File: config.mk
export PLATFORM = sky130hd
export DESIGN_NAME = s27_bist_driver_flat
export DESIGN_NICKNAME = d
export VERILOG_FILES = /design/src/rtl/s27_bist_pkg.sv /design/src/rtl/s27_bist_driver_if.sv /design/src/rtl/s27_bist_lfsr16.sv /design/src/rtl/s27_bist_driver.sv /design/src/flat_wrapper.sv
export SDC_FILE = /design/constraint.sdc
export NUM_CORES = 1
export LEC_CHECK = 0
export CAP_MARGIN = 40
export CORE_MARGIN = 1.5
export CORE_UTILIZATION = 45
export DETAILED_ROUTE_END_ITERATION = 8
export PLACE_DENSITY = 0.66
export SETUP_SLACK_MARGIN = 0.4
export SKIP_LAST_GASP = 1
export SYNTH_ARGS = -nofsm -noshare
export SYNTH_HDL_FRONTEND = slang
export SYNTH_SLANG_ARGS = --single-unit
File: constraint.sdc
create_clock -name CK -period 2.1 [get_ports CK]
set_clock_uncertainty 0.1 [all_clocks]
set_input_delay 0.42 -clock CK [delete_from_list [all_inputs] [get_ports CK]]
set_output_delay 0.42 -clock CK [all_outputs]
set_load 0.1 [all_outputs]
File: src/rtl/s27_bist_pkg.sv
// s27_bist_pkg: shared types and constants for the s27 BIST driver.
// FSM state encoding, LFSR/SISR polynomials and the common Galois step.
package s27_bist_pkg;

    typedef enum logic [1:0] {IDLE, FLUSH, RUN, DONE} state_t;

    localparam int          SIG_W    = 16;
    localparam logic [15:0] POLY_PAT = 16'h002D;
    localparam logic [15:0] POLY_SIG = 16'h1021;

    // One Galois shift; sin=0 gives a plain LFSR, sin=data gives a SISR.
    function automatic logic [15:0] galois_step(input logic [15:0] r,
                                                input logic        sin,
                                                input logic [15:0] poly);
        return {r[14:0], 1'b0} ^ (((r[15] ^ sin) == 1'b1) ? poly : 16'h0000);
    endfunction

endpackage

File: src/rtl/s27_bist_driver_if.sv
// s27_bist_driver_if: core-side stimulus/response and test status bundle.
// master = BIST driver, slave = observer/controller side.
// S27_BIST_STEP_EN adds STEP (run gating) and PATNUM (pattern counter).
interface s27_bist_driver_if;
    import s27_bist_pkg::SIG_W;

    logic             START;
    logic             G17;
    logic             G0, G1, G2, G3;
    logic             BUSY;
    logic             DONE;
    logic             PASS;
    logic [SIG_W-1:0] SIG;
`ifdef S27_BIST_STEP_EN
    logic             STEP;
    logic [15:0]      PATNUM;

    modport master (input START, G17, STEP,
                    output G0, G1, G2, G3, BUSY, DONE, PASS, SIG, PATNUM);
    modport slave  (output START, G17, STEP,
                    input G0, G1, G2, G3, BUSY, DONE, PASS, SIG, PATNUM);
`else
    modport master (input START, G17,
                    output G0, G1, G2, G3, BUSY, DONE, PASS, SIG);
    modport slave  (output START, G17,
                    input G0, G1, G2, G3, BUSY, DONE, PASS, SIG);
`endif
endinterface

File: src/rtl/s27_bist_lfsr16.sv
// s27_bist_lfsr16: 16-bit Galois shift register with synchronous load.
// Used both as pattern generator (sin=0) and as signature register.
module s27_bist_lfsr16
    import s27_bist_pkg::*;
#(
    parameter logic [15:0] POLY = POLY_PAT
) (
    input  logic        CK,
    input  logic        load,
    input  logic [15:0] load_val,
    input  logic        en,
    input  logic        sin,
    output logic [15:0] q
);

    // Load has priority over stepping so reset/restart always wins.
    always_ff @(posedge CK) begin
        if (load)
            q <= load_val;
        else if (en)
            q <= galois_step(q, sin, POLY);
    end

endmodule

File: src/rtl/s27_bist_driver.sv
// s27_bist_driver: BIST driver for the s27 core.
// Flushes the core with a fixed vector, applies PAT_CNT LFSR vectors on
// G0..G3, compacts G17 into a SISR and compares against GOLDEN_SIG.
// Optional macro: S27_BIST_STEP_EN (STEP gates RUN, PATNUM mirrors counter).
module s27_bist_driver
    import s27_bist_pkg::*;
#(
    parameter int unsigned PAT_CNT    = 64,
    parameter int unsigned FLUSH_CYC  = 2,
    parameter logic [3:0]  FLUSH_VEC  = 4'hF,
    parameter logic [15:0] SEED       = 16'h0001,
    parameter logic [15:0] GOLDEN_SIG = 16'h0000
) (
    input  logic              CK,
    input  logic              RSTN,
    s27_bist_driver_if.master bus
);

    // An all-zero seed would lock the LFSR up.
    localparam logic [15:0] SEED_EFF = (SEED == 16'h0000) ? 16'h0001 : SEED;

    state_t      state, state_nxt;
    logic [15:0] cnt;
    logic [15:0] fcnt;
    logic [15:0] lfsr_q, sig_q;
    logic [15:0] pat_nxt, sig_nxt;
    logic [3:0]  g;
    logic        busy, done, pass;
    logic        init, adv, run_step, flush_last, run_last, ld;
    logic        unused_bits;

`ifdef S27_BIST_STEP_EN
    assign adv        = bus.STEP;
    assign bus.PATNUM = cnt;
`else
    assign adv = 1'b1;
`endif

    assign flush_last = (32'(fcnt) == FLUSH_CYC - 1);
    assign run_last   = (32'(cnt) + 32'd1 == PAT_CNT);
    assign run_step   = (state == RUN) && adv;
    assign ld         = !RSTN || init;

    // Values the registers take on a RUN advance; used for G and the verdict.
    assign pat_nxt     = galois_step(lfsr_q, 1'b0, POLY_PAT);
    assign sig_nxt     = galois_step(sig_q, bus.G17, POLY_SIG);
    assign unused_bits = ^pat_nxt[15:4];

    s27_bist_lfsr16 #(.POLY(POLY_PAT)) u_pat (
        .CK(CK), .load(ld), .load_val(SEED_EFF), .en(run_step),
        .sin(1'b0), .q(lfsr_q)
    );

    s27_bist_lfsr16 #(.POLY(POLY_SIG)) u_sig (
        .CK(CK), .load(ld), .load_val(16'h0000), .en(run_step),
        .sin(bus.G17), .q(sig_q)
    );

    // State register.
    always_ff @(posedge CK) begin
        if (!RSTN)
            state <= IDLE;
        else
            state <= state_nxt;
    end

    // Next-state logic; START is only honoured when no test is in flight.
    always_comb begin
        state_nxt = state;
        init      = 1'b0;
        case (state)
            IDLE, DONE: if (bus.START) begin
                state_nxt = FLUSH;
                init      = 1'b1;
            end
            FLUSH:   if (flush_last) state_nxt = RUN;
            RUN:     if (adv && run_last) state_nxt = DONE;
            default: state_nxt = IDLE;
        endcase
    end

    // Counters and registered core stimulus / status outputs.
    always_ff @(posedge CK) begin
        if (!RSTN) begin
            cnt  <= '0;
            fcnt <= '0;
            g    <= '0;
            busy <= 1'b0;
            done <= 1'b0;
            pass <= 1'b0;
        end else if (init) begin
            cnt  <= '0;
            fcnt <= '0;
            g    <= FLUSH_VEC;
            busy <= 1'b1;
            done <= 1'b0;
            pass <= 1'b0;
        end else begin
            case (state)
                FLUSH: begin
                    if (flush_last) begin
                        fcnt <= '0;
                        g    <= lfsr_q[3:0];
                    end else begin
                        fcnt <= fcnt + 16'd1;
                    end
                end
                RUN: begin
                    if (adv) begin
                        cnt <= cnt + 16'd1;
                        if (run_last) begin
                            g    <= '0;
                            busy <= 1'b0;
                            done <= 1'b1;
                            pass <= (sig_nxt == GOLDEN_SIG);
                        end else begin
                            g <= pat_nxt[3:0];
                        end
                    end
                end
                default: ;
            endcase
        end
    end

    assign bus.G0   = g[0];
    assign bus.G1   = g[1];
    assign bus.G2   = g[2];
    assign bus.G3   = g[3];
    assign bus.BUSY = busy;
    assign bus.DONE = done;
    assign bus.PASS = pass;
    assign bus.SIG  = sig_q;

endmodule

File: src/flat_wrapper.sv
// flat-port wrapper written by rule: the top's interface ports become plain ports
module s27_bist_driver_flat import s27_bist_pkg::*;
#(
    parameter int unsigned PAT_CNT    = 64,
    parameter int unsigned FLUSH_CYC  = 2,
    parameter logic [3:0]  FLUSH_VEC  = 4'hF,
    parameter logic [15:0] SEED       = 16'h0001,
    parameter logic [15:0] GOLDEN_SIG = 16'h0000
)
  (CK, RSTN, bus_START, bus_G17, bus_G0, bus_G1, bus_G2, bus_G3, bus_BUSY, bus_DONE, bus_PASS, bus_SIG);
  s27_bist_driver_if bus_i ();
  input  logic CK;
  input  logic RSTN;
  input wire logic [$bits(bus_i.START)-1:0] bus_START;
  input wire logic [$bits(bus_i.G17)-1:0] bus_G17;
  output wire logic [$bits(bus_i.G0)-1:0] bus_G0;
  output wire logic [$bits(bus_i.G1)-1:0] bus_G1;
  output wire logic [$bits(bus_i.G2)-1:0] bus_G2;
  output wire logic [$bits(bus_i.G3)-1:0] bus_G3;
  output wire logic [$bits(bus_i.BUSY)-1:0] bus_BUSY;
  output wire logic [$bits(bus_i.DONE)-1:0] bus_DONE;
  output wire logic [$bits(bus_i.PASS)-1:0] bus_PASS;
  output wire logic [$bits(bus_i.SIG)-1:0] bus_SIG;
  assign bus_i.START = bus_START;
  assign bus_i.G17 = bus_G17;
  assign bus_G0 = bus_i.G0;
  assign bus_G1 = bus_i.G1;
  assign bus_G2 = bus_i.G2;
  assign bus_G3 = bus_i.G3;
  assign bus_BUSY = bus_i.BUSY;
  assign bus_DONE = bus_i.DONE;
  assign bus_PASS = bus_i.PASS;
  assign bus_SIG = bus_i.SIG;
  s27_bist_driver #(.PAT_CNT(PAT_CNT), .FLUSH_CYC(FLUSH_CYC), .FLUSH_VEC(FLUSH_VEC), .SEED(SEED), .GOLDEN_SIG(GOLDEN_SIG)) u_core (.CK(CK), .RSTN(RSTN), .bus(bus_i));
endmodule
==> metrics.txt, run 1 <==
Synth Net Count=427; endpoint class of the critical path=flip-flop; Final Routed Wirelength=8.593 mm; worst-margin pin slew=494.8 ps; critical path's largest stage delay=470 ps; vias in the first global route=3065; final hold violations=0; Starting Density=46.79%; mux share of post-synthesis cell area=8.219%; die height=93.11 um; startpoint types=flip-flop; Buffers on Ports=26; min-delay worst type=flip-flop to flip-flop; clock-pin slew on the worst setup and hold paths=90 ps; via count=3241; Worst Path Required=2260 ps; largest family of logic cells by synthesized area=simple AND/OR/NAND/NOR gates; EDFF count, synth=0; Final Util=61.81%; leakage=1.886 nW; Skew-Pair Late Insertion Delay=350 ps; core area=7807 um^2; Slew HR=66.95%; Max stage delay cell, worst path=a2111o_1; Antenna Cells=0; worst slack at placement=-89.24 ps; failing checks=setup timing; share of post-route cells with drive strength above 1=35.47%; Adder-Cell Fraction of Synth Area=2.055%; Die Footprint=8669 um^2; cell area after synthesis=3654 um^2; Non-Filler Instances=601; Max Freq=453.1 MHz; GPL Wtd Cong=0.8423; CTS Buf Count=9; max_cap viols=0; Area growth syn-to-layout=32.09%; GRT Resource Usage Total=20.48%; unrepaired setup endpoints after global routing=yes; Setup Viol. Count Final=11; vias per inst=5.393; Setup WS post-layout=-106.8 ps; status=finished with violations; cell count after placement=566; Final min period=2207 ps; Distinct cells, synth=59; hold buffer count at cts=0; async set-or-reset flop fraction in the synthesized netlist=0%; Slew Limit Fails=0; area fraction in compound gates after synthesis=13.46%; largest net degree at the start of global routing=51; Num Clock Sinks=73; Syn Inst Count=417; fill cell count=688; Most used DFF post-synth=dfxtp_1; Avg Cell Area, Syn=8.761 um^2; Overflow after GRT=0; Syn. warnings=0; CTS tree=yes; WHS=377.6 ps; die span in x=93.11 um; Max Root-Sink Buffers=2; post-route DRC violation count=0; PwrDens=1007 nW/um^2; Avg WL per Cell=14.30 um; initial antenna violation count=0; Clock Tree Root=clkbuf_8; period utilization=105.1%; sequential fraction of the synthesis area=40.00%; Yosys reg bits=73; nets=504; cell family with most CP delay=simple AND/OR/NAND/NOR gates; CP cell instances=nand4_4 -> nor4_4 -> xor2_1 -> a2111o_1 -> nor3b_4 -> buf_6 -> mux2i_1; IO Count=27; maximum VDD drop=473.8 uV; simple-gate portion of the synthesized area=22.81%; crit path DAT=2370 ps; Pre-Repair DR Iteration Count=4; post-DP HPWL=5.627 mm; Buf+Inv Stages, Crit Path=1; Rows=32; CP Class=flip-flop to flip-flop; post-detailed-route count of antenna-violating nets=0; first-pass GRT wire length=14.35 mm; CP max FO=6; DRT iter0 DRCs=129; H-tree level count=3; Synth Area in XOR/XNOR=5.753%
## synth_stat cells, types with 4 or more instances
master | instances | share of area, %
a21oi_1 | 16 | 2.2
xnor2_1 | 12 | 2.9
a31oi_1 | 10 | 1.7
nor4_1 | 7 | 1.2
mux2i_1 | 30 | 8.2
clkbuf_1 | 14 | 1.4
nor3_1 | 13 | 1.8
buf_6 | 4 | 1.2
and3_1 | 6 | 1.0
nand3_1 | 13 | 1.8
buf_4 | 16 | 3.3
inv_1 | 6 | 0.62
nor2_1 | 64 | 6.6
or3_1 | 5 | 0.86
xor2_1 | 12 | 2.9
nand2_1 | 27 | 2.8
buf_2 | 4 | 0.55
nand4_1 | 9 | 1.5
dfxtp_1 | 73 | 40
o21ai_0 | 16 | 2.2
ha_1 | 6 | 2.1
## layout by cell type, fill, tap and decap left out, types with 4 or more instances in the layout
cell type / n
xor2_1: 12
dfxtp_2: 10
nor3_1: 11
clkbuf_8: 11
a21oi_1: 11
nand4_1: 9
nand3_1: 11
nand2_1: 26
dfxtp_1: 58
mux2i_1: 30
nor2_1: 60
o21ai_0: 12
a21oi_2: 5
buf_4: 95
xnor2_1: 12
a31oi_1: 9
and3_1: 6
nor4_1: 6
ha_1: 4
or3_1: 5
dfxtp_4: 5
o21ai_1: 5
buf_6: 5
## area by class of cell
cell class	count	area [um^2]	area share [%]
Clock buffer	11	151.4	3.137
Inverter	6	22.52	0.4667
Timing Repair Buffer	106	879.6	18.23
Clock inverter	5	63.81	1.322
Multi-Input combinational cell	298	2088	43.27
Tap cell	102	127.6	2.645
Sequential cell	73	1493	30.93
## layer usage
| metal | vias up | wire length (um) | track usage [%] | share of wire [%] |
|---|---|---|---|---|
| met2 | 53 | 4165 | 34.18 | 48 |
| met3 | 9 | 283 | 3.415 | 3.3 |
| li1 | 1635 | - | - | - |
| met4 | 0 | 79 | 6.692 | 0.92 |
| met5 | - | 0 | 0 | 0 |
| met1 | 1544 | 4065 | 26.86 | 47 |
## cells by family after synthesis
family	after synthesis
AND/OR/NAND/NOR	167
flip-flops	73
buffers and inverters	46
AO/OA/AOI/OAI	71
multiplexers	30
adder cells (fa/ha/maj)	6
XOR/XNOR	24
## final timing paths
kind	start	to	slack [ps]	cells after the start
setup / recovery	u_core.cnt[7]	u_core.state[1]	-110	7
hold / removal	u_core.bus.PASS	u_core.bus.PASS	380	2
setup reg to reg	u_core.cnt[7]	u_core.state[1]	-110	7
hold reg to reg	u_core.bus.PASS	u_core.bus.PASS	380	2
## state kept, by name, summed over array words and instances, names as in the netlist
name             cells
u_core.u_sig.q      16
u_core.bus.DONE      1
u_core.g             4
u_core.bus.PASS      1
u_core.cnt          16
u_core.fcnt         16
u_core.bus.BUSY      1
u_core.u_pat.q      16
u_core.state         2
## where the power goes
part / internal (W) / switching [W] / leakage, nW
clock: 0.000620 / 0.000561 / 0.106
sequential: 0.00148 / 0.0000770 / 0.599
combinational: 0.000831 / 0.00129 / 1.18
## tightest hold or removal path, stage by stage, from the launching register on
cell and delay (ps):
dfxtp_1 320, nand2_1 60, o21ai_1 50
## metrics by stage
step                TNS [ps]  total power, W  instance area, um^2
global route           -1795        0.005095                 4826
global placement      -125.1        0.003360                 4298
finish                -576.4        0.004861                 4826
floorplan                  0        0.002949                 3752
detailed placement    -410.5        0.003381                 4298
CTS                   -176.8        0.004821                 4710
## repair_timing
action | 4_1_cts | 5_1_grt
resized for setup | 23 | 17
pin swaps | 12 | 11
buffers inserted | 11 | 7
setup endpoints to repair | 30 | 29
cloned | 1 | 0
No activity file was read; power rests on OpenSTA's default activity.
==> inputs of run 2 (changes only) <==
Settings changed: PLACE_DENSITY 0.66 to default.
Clock period 2.1 ns to 2.58 ns, I/O delays scaled along.
==> run 2 against run 1 <==
  * The run now ends clean
  * Sequential power fell by 19%
  * Highest routed layer unchanged
  * Register-to-register slack better by 480 ps
  * Global-route usage down 1.8 points
  * First-iteration DRC count decreased by 0.78%
  * Via count is 7.3% lower
  * Utilization shrank 5.9 points
  * Total power shrank 22%
  * Final area fell by 9.5%
  * Critical path depth grew 2
  * Sequential share of layout area up 3.7 points
  * Non-clock buffer count fell by 49
  * Combinational power decreased by 29%
  * Critical path type unchanged
==> metrics.txt, run 2 (same netlist as run 1, synthesis figures left out) <==
period utilization=85.67% (was 105.1%); CTS tree=yes (unchanged); IO Count=27 (unchanged); min-delay worst type=flip-flop to flip-flop (unchanged); Worst Hold Depth=2 (unchanged); startpoint types=flip-flop (unchanged); post-route DRC violation count=0 (unchanged); Skew-Pair Late Insertion Delay=340 ps (was 350 ps); Sum Neg Setup Slack=0 ps (was -576.4 ps); commonest non-fill, non-tap cell in the layout=nor2_1 (was buf_4); Slew Limit Fails=0 (unchanged); first-pass GRT wire length=12.89 mm (was 14.35 mm); status=finished, final reports clean (was finished with violations); Slew HR=67.43% (was 66.95%); Final min period=2210 ps (was 2207 ps); largest net degree at the start of global routing=35 (was 51); Antenna Cells=0 (unchanged); maximum VDD drop=431.7 uV (was 473.8 uV); vias per inst=5.444 (was 5.393); CP max FO=4 (was 6); Buffers on Ports=26 (unchanged); post-DP HPWL=5.157 mm (was 5.627 mm); Pwr Total=0.003789 W (was 0.004861 W); Rows=32 (unchanged); initial antenna violation count=0 (unchanged); cell mode on critical path=nor2_4; Max Freq=452.4 MHz (was 453.1 MHz); Pre-Repair DR Iteration Count=4 (unchanged); via count=3005 (was 3241); GPL Wtd Cong=0.8638 (was 0.8423); Setup WS post-layout=369.6 ps (was -106.8 ps); H-tree level count=3 (unchanged); crit path DAT=2380 ps (was 2370 ps); CTS Buf Count=9 (unchanged); final hold violations=0 (unchanged); GRT Resource Usage Total=18.67% (was 20.48%); Overflow after GRT=0 (unchanged); core area=7807 um^2 (unchanged); Max stage delay cell, worst path=or4b_4 (was a2111o_1); CP cell instances=inv_2 -> ha_4 -> or4b_4 -> o41ai_4 -> buf_4 -> nor2_4 -> nor2_4 -> o221ai_1 -> a31oi_1 (was nand4_4 -> nor4_4 -> xor2_1 -> a2111o_1 -> nor3b_4 -> buf_6 -> mux2i_1); CP Class=flip-flop to flip-flop (unchanged); share of post-route cells with drive strength above 1=27.11% (was 35.47%); Num Clock Sinks=73 (unchanged); Setup Viol. Count Final=0 (was 11); DRT iter0 DRCs=128 (was 129); post-detailed-route count of antenna-violating nets=0 (unchanged); R2R depth=9 (was 7); nets=455 (was 504); worst-margin pin slew=483.4 ps (was 494.8 ps); Clock Tree Root=clkbuf_8 (unchanged); vias in the first global route=2686 (was 3065); endpoint class of the critical path=flip-flop (unchanged); Area growth syn-to-layout=19.49% (was 32.09%); Max Root-Sink Buffers=2 (unchanged); most frequent cells in the layout=nor2_1, dfxtp_1, buf_4 (was buf_4, nor2_1, dfxtp_1); PwrDens=867.9 nW/um^2 (was 1007 nW/um^2); Final Routed Wirelength=7.969 mm (was 8.593 mm); leakage=1.607 nW (was 1.886 nW); Die Footprint=8669 um^2 (unchanged); die height=93.11 um (unchanged); Avg WL per Cell=14.44 um (was 14.30 um); max_cap viols=0 (unchanged); Worst Path Required=2750 ps (was 2260 ps); unrepaired setup endpoints after global routing=yes (unchanged); worst slack at placement=207.0 ps (was -89.24 ps); critical path's largest stage delay=490 ps (was 470 ps); clock-pin slew on the worst setup and hold paths=80 ps (was 90 ps); Starting Density=46.79% (unchanged); placed instance area=3840 um^2 (was 4298 um^2); die span in x=93.11 um (unchanged); design area=4365 um^2 (was 4826 um^2)
-- run 2: changes by cell type in the layout (fill, tap and decap cells not counted), sizes merged --
| cell | previous run | this run |
|---|---|---|
| clkbuf | 11 | 9 |
| bufbuf | 1 | 0 |
| clkinvlp | 1 | 3 |
| clkinv | 3 | 0 |
| inv | 6 | 8 |
| buf | 102 | 54 |
| bufinv | 1 | 2 |
-- run 2: cell type report --
cell class	count	area, um^2
flip-flops and latches	73	1513
repair buffers	57	439.2
clock buffers	9	123.9
fillers	738	3442
multi-input cells	298	2039
well taps	102	127.6
clock inverters	7	100.1
inverters	6	22.52
-- run 2: final timing paths --
kind | endpoint | slack [ps] | from
worst min register to register | u_core.bus.PASS | 360 | u_core.bus.PASS
worst min-delay path | u_core.bus.PASS | 360 | u_core.bus.PASS
worst max register to register | u_core.g[3] | 370 | u_core.fcnt[1]
worst max-delay path | u_core.g[3] | 370 | u_core.fcnt[1]
-- run 2: worst max-delay path, delay by kind of cell, from the launching register on --
kind	cells	cell delay, ps
AO/OA/AOI/OAI	3	680
buffers and inverters	2	260
AND/OR/NAND/NOR	3	680
flip-flops	1	330
adder cells (fa/ha/maj)	1	110
-- run 2: through the flow --
step                      hold slack [ps]  std cells  util (%)
after floorplan                     360.1        417         -
after CTS                           368.8        542     53.33
final                               360.8        552     55.91
after global placement              353.0        519     49.18
after detailed placement            358.8        519     49.18
after global routing                380.6        552     55.91
-- run 2: repair_timing --
item / CTS / global route
setup endpoints to repair: 12 / 20
hold buffers: 0 / 0
pin swaps: 4 / 14
gates resized for setup: 23 / 31
buffers inserted: 7 / 10
-- run 2: layer usage --
layer	global-route usage (%)	vias up	wire, um
li1	-	1526	-
met1	26.33	1421	3994
met2	28.47	47	3584
met3	3.252	11	265
met4	6.818	0	125
met5	0	-	0
-- run 2: power breakdown --
part           switching (W)  leakage [nW]  total, W  internal, W
Sequential         0.0000672         0.603   0.00127      0.00120
Clock               0.000462         0.102   0.00101     0.000551
Combinational       0.000989         0.902   0.00151     0.000522
==> inputs of run 3 (changes only) <==
Settings changed: SETUP_SLACK_MARGIN 0.4 to default.
==> run 3 against run 2 <==
  * Wire length decreased by 8.6%
  * Combinational power down 11%
  * Via count shrank 2.3%
  * Cell count is 3.1% lower
  * Utilization down 4.1 points
  * Largest cell class unchanged
==> metrics.txt, run 3 (same netlist as run 1, synthesis figures left out) <==
status=finished, final reports clean (unchanged); commonest non-fill, non-tap cell in the layout=dfxtp_1 (was nor2_1); Final min period=2395 ps (was 2210 ps); Worst Hold End=u_core.bus.PASS (unchanged); clock-pin slew on the worst setup and hold paths=80 ps (about the same); Rows=32 (unchanged); IO Count=27 (unchanged); Overflow after GRT=0 (unchanged); GRT Resource Usage Total=18.31% (was 18.67%); Sum Neg Setup Slack=0 ps (unchanged); sw frac=40.38% (was 40.06%); max_cap viols=0 (unchanged); setup repair bufs after CTS=0 (was 7); placed instance area=3845 um^2 (was 3840 um^2); share of post-route cells with drive strength above 1=16.17% (was 27.11%); nets=438 (was 455); Die Footprint=8669 um^2 (unchanged); Max stage delay cell, worst path=or4_1 (was or4b_4); worst-margin pin slew=471.4 ps (was 483.4 ps); R2R depth=7 (was 9); Non-Filler Instances=535 (was 552); Worst Hold Depth=2 (unchanged); Setup WS post-layout=184.6 ps (was 369.6 ps); most frequent cells in the layout=dfxtp_1, nor2_1, buf_4 (was nor2_1, dfxtp_1, buf_4); Avg WL per Cell=13.62 um (was 14.44 um); min-delay worst type=flip-flop to flip-flop (unchanged); Starting Density=46.79% (unchanged); WHS=381.8 ps (was 360.8 ps); flop-to-flop setup slack=180 ps (was 370 ps); Skew-Pair Late Insertion Delay=340 ps (about the same); die span in x=93.11 um (unchanged); DRT iter0 DRCs=94 (was 128); Worst Path Required=2760 ps (was 2750 ps); die height=93.11 um (unchanged); fill cell count=761 (was 738); Int Power=0.002108 W (was 0.002271 W); CP cell instances=ha_1 -> nand3_1 -> nor2_1 -> o2111ai_1 -> a2111o_1 -> or4_1 -> o21ai_1 (was inv_2 -> ha_4 -> or4b_4 -> o41ai_4 -> buf_4 -> nor2_4 -> nor2_4 -> o221ai_1 -> a31oi_1); worst hold start=u_core.bus.PASS (unchanged); Seq. cell area=1461 um^2 (was 1513 um^2); CP Class=flip-flop to flip-flop (unchanged); first-pass GRT wire length=12.79 mm (was 12.89 mm); RR Startpoint=u_core.cnt[0] (was u_core.fcnt[1]); post-CTS sizing=0 (was 23); post-DP HPWL=5.074 mm (was 5.157 mm); vias per inst=5.490 (was 5.444); Clock Tree Root=clkbuf_8 (unchanged); Final Routed Wirelength=7.286 mm (was 7.969 mm); worst slack at placement=221.2 ps (was 207.0 ps); Max Freq=417.5 MHz (was 452.4 MHz); Pre-Repair DR Iteration Count=4 (unchanged); largest net degree at the start of global routing=38 (was 35); Slew Limit Fails=0 (unchanged); Max Root-Sink Buffers=2 (unchanged); CP max FO=8 (was 4); critical path's largest stage delay=520 ps (was 490 ps); core area=7807 um^2 (unchanged); H-tree level count=3 (unchanged); GPL Wtd Cong=0.7897 (was 0.8638); Reg power frac=36.0% (was 33.4%); startpoint types=flip-flop (unchanged); Clock power frac=26.0% (was 26.7%); CTS Buf Count=9 (unchanged); initial antenna violation count=0 (unchanged); unrepaired setup endpoints after global routing=no (was yes); Antenna Cells=0 (unchanged); Slew HR=68.28% (was 67.43%); Area growth syn-to-layout=10.82% (was 19.49%); post-route DRC violation count=0 (unchanged); Num Clock Sinks=73 (unchanged); Setup Viol. Count Final=0 (unchanged); endpoint class of the critical path=flip-flop (unchanged); via count=2937 (was 3005); hold buffer count at cts=0 (unchanged); maximum VDD drop=554.5 uV (was 431.7 uV); period utilization=92.85% (was 85.67%); Reg-to-Reg End=u_core.bus.PASS (was u_core.g[3]); crit path DAT=2570 ps (was 2380 ps); post-detailed-route count of antenna-violating nets=0 (unchanged); design area=4049 um^2 (was 4365 um^2); PwrDens=873.4 nW/um^2 (was 867.9 nW/um^2); final hold violations=0 (unchanged); cell count after placement=519 (unchanged); Buffers on Ports=26 (unchanged); area of the multi-input gates=1913 um^2 (was 2039 um^2); leakage=1.453 nW (was 1.607 nW); CTS tree=yes (unchanged); Combinational Power Share=38.1% (was 39.9%); Switch Pwr=0.001428 W (was 0.001518 W); vias in the first global route=2680 (was 2686)
## run 3: cell types whose count changed in the layout (fill, tap and decap cells not counted), moves of 8 or more
| cell | delta |
|---|---|
| dfxtp_1 | +19 |
| buf_4 | -17 |
| dfxtp_4 | -11 |
| dfxtp_2 | -8 |
## run 3: worst max path at each step
stage                         from               to  depth (start not counted)
floorplan            u_core.cnt[9]  u_core.bus.PASS                          7
global placement     u_core.cnt[0]  u_core.bus.PASS                          7
detailed placement  u_core.fcnt[0]      u_core.g[2]                          8
CTS                  u_core.cnt[0]  u_core.bus.PASS                          7
global route         u_core.cnt[0]  u_core.bus.BUSY                          7
finish               u_core.cnt[0]  u_core.bus.PASS                          7
## run 3: layout make-up
type / instances / area share, %
well taps: 102 / 3.152
repair buffers: 40 / 7.911
multi-input cells: 298 / 47.25
flip-flops and latches: 73 / 36.09
clock buffers: 10 / 3.399
inverters: 6 / 0.5562
clock inverters: 6 / 1.638
## run 3: critical path, delay by kind of cell, from the launching register on
kind / cells / cell delay [ps]
simple gates: 3 / 800
compound gates: 3 / 680
flops: 1 / 470
fa+ha+maj: 1 / 280
## run 3: metal layers
metal | global-route usage, % | up-vias | wire [um]
met1 | 24.89 | 1388 | 3682
met3 | 3.008 | 11 | 200
met5 | 0 | - | 0
met4 | 7.197 | 0 | 122
li1 | - | 1497 | -
met2 | 28.89 | 41 | 3280
## run 3: stage by stage
stage	power, W	util (%)
after floorplan	0.002345	-
after global placement	0.002639	49.25
after detailed placement	0.002644	49.25
after CTS	0.003568	51.86
after global routing	0.003754	51.86
final	0.003536	51.86
## run 3: power groups by stage
stage	Combinational [W]	Clock (W)	Sequential, W
final	0.00135	0.000918	0.00127
after global routing	0.00148	0.000995	0.00128
after CTS	0.00135	0.000945	0.00127
after detailed placement	0.00135	0	0.00130
after global placement	0.00134	0	0.00130
after floorplan	0.000810	0	0.00154
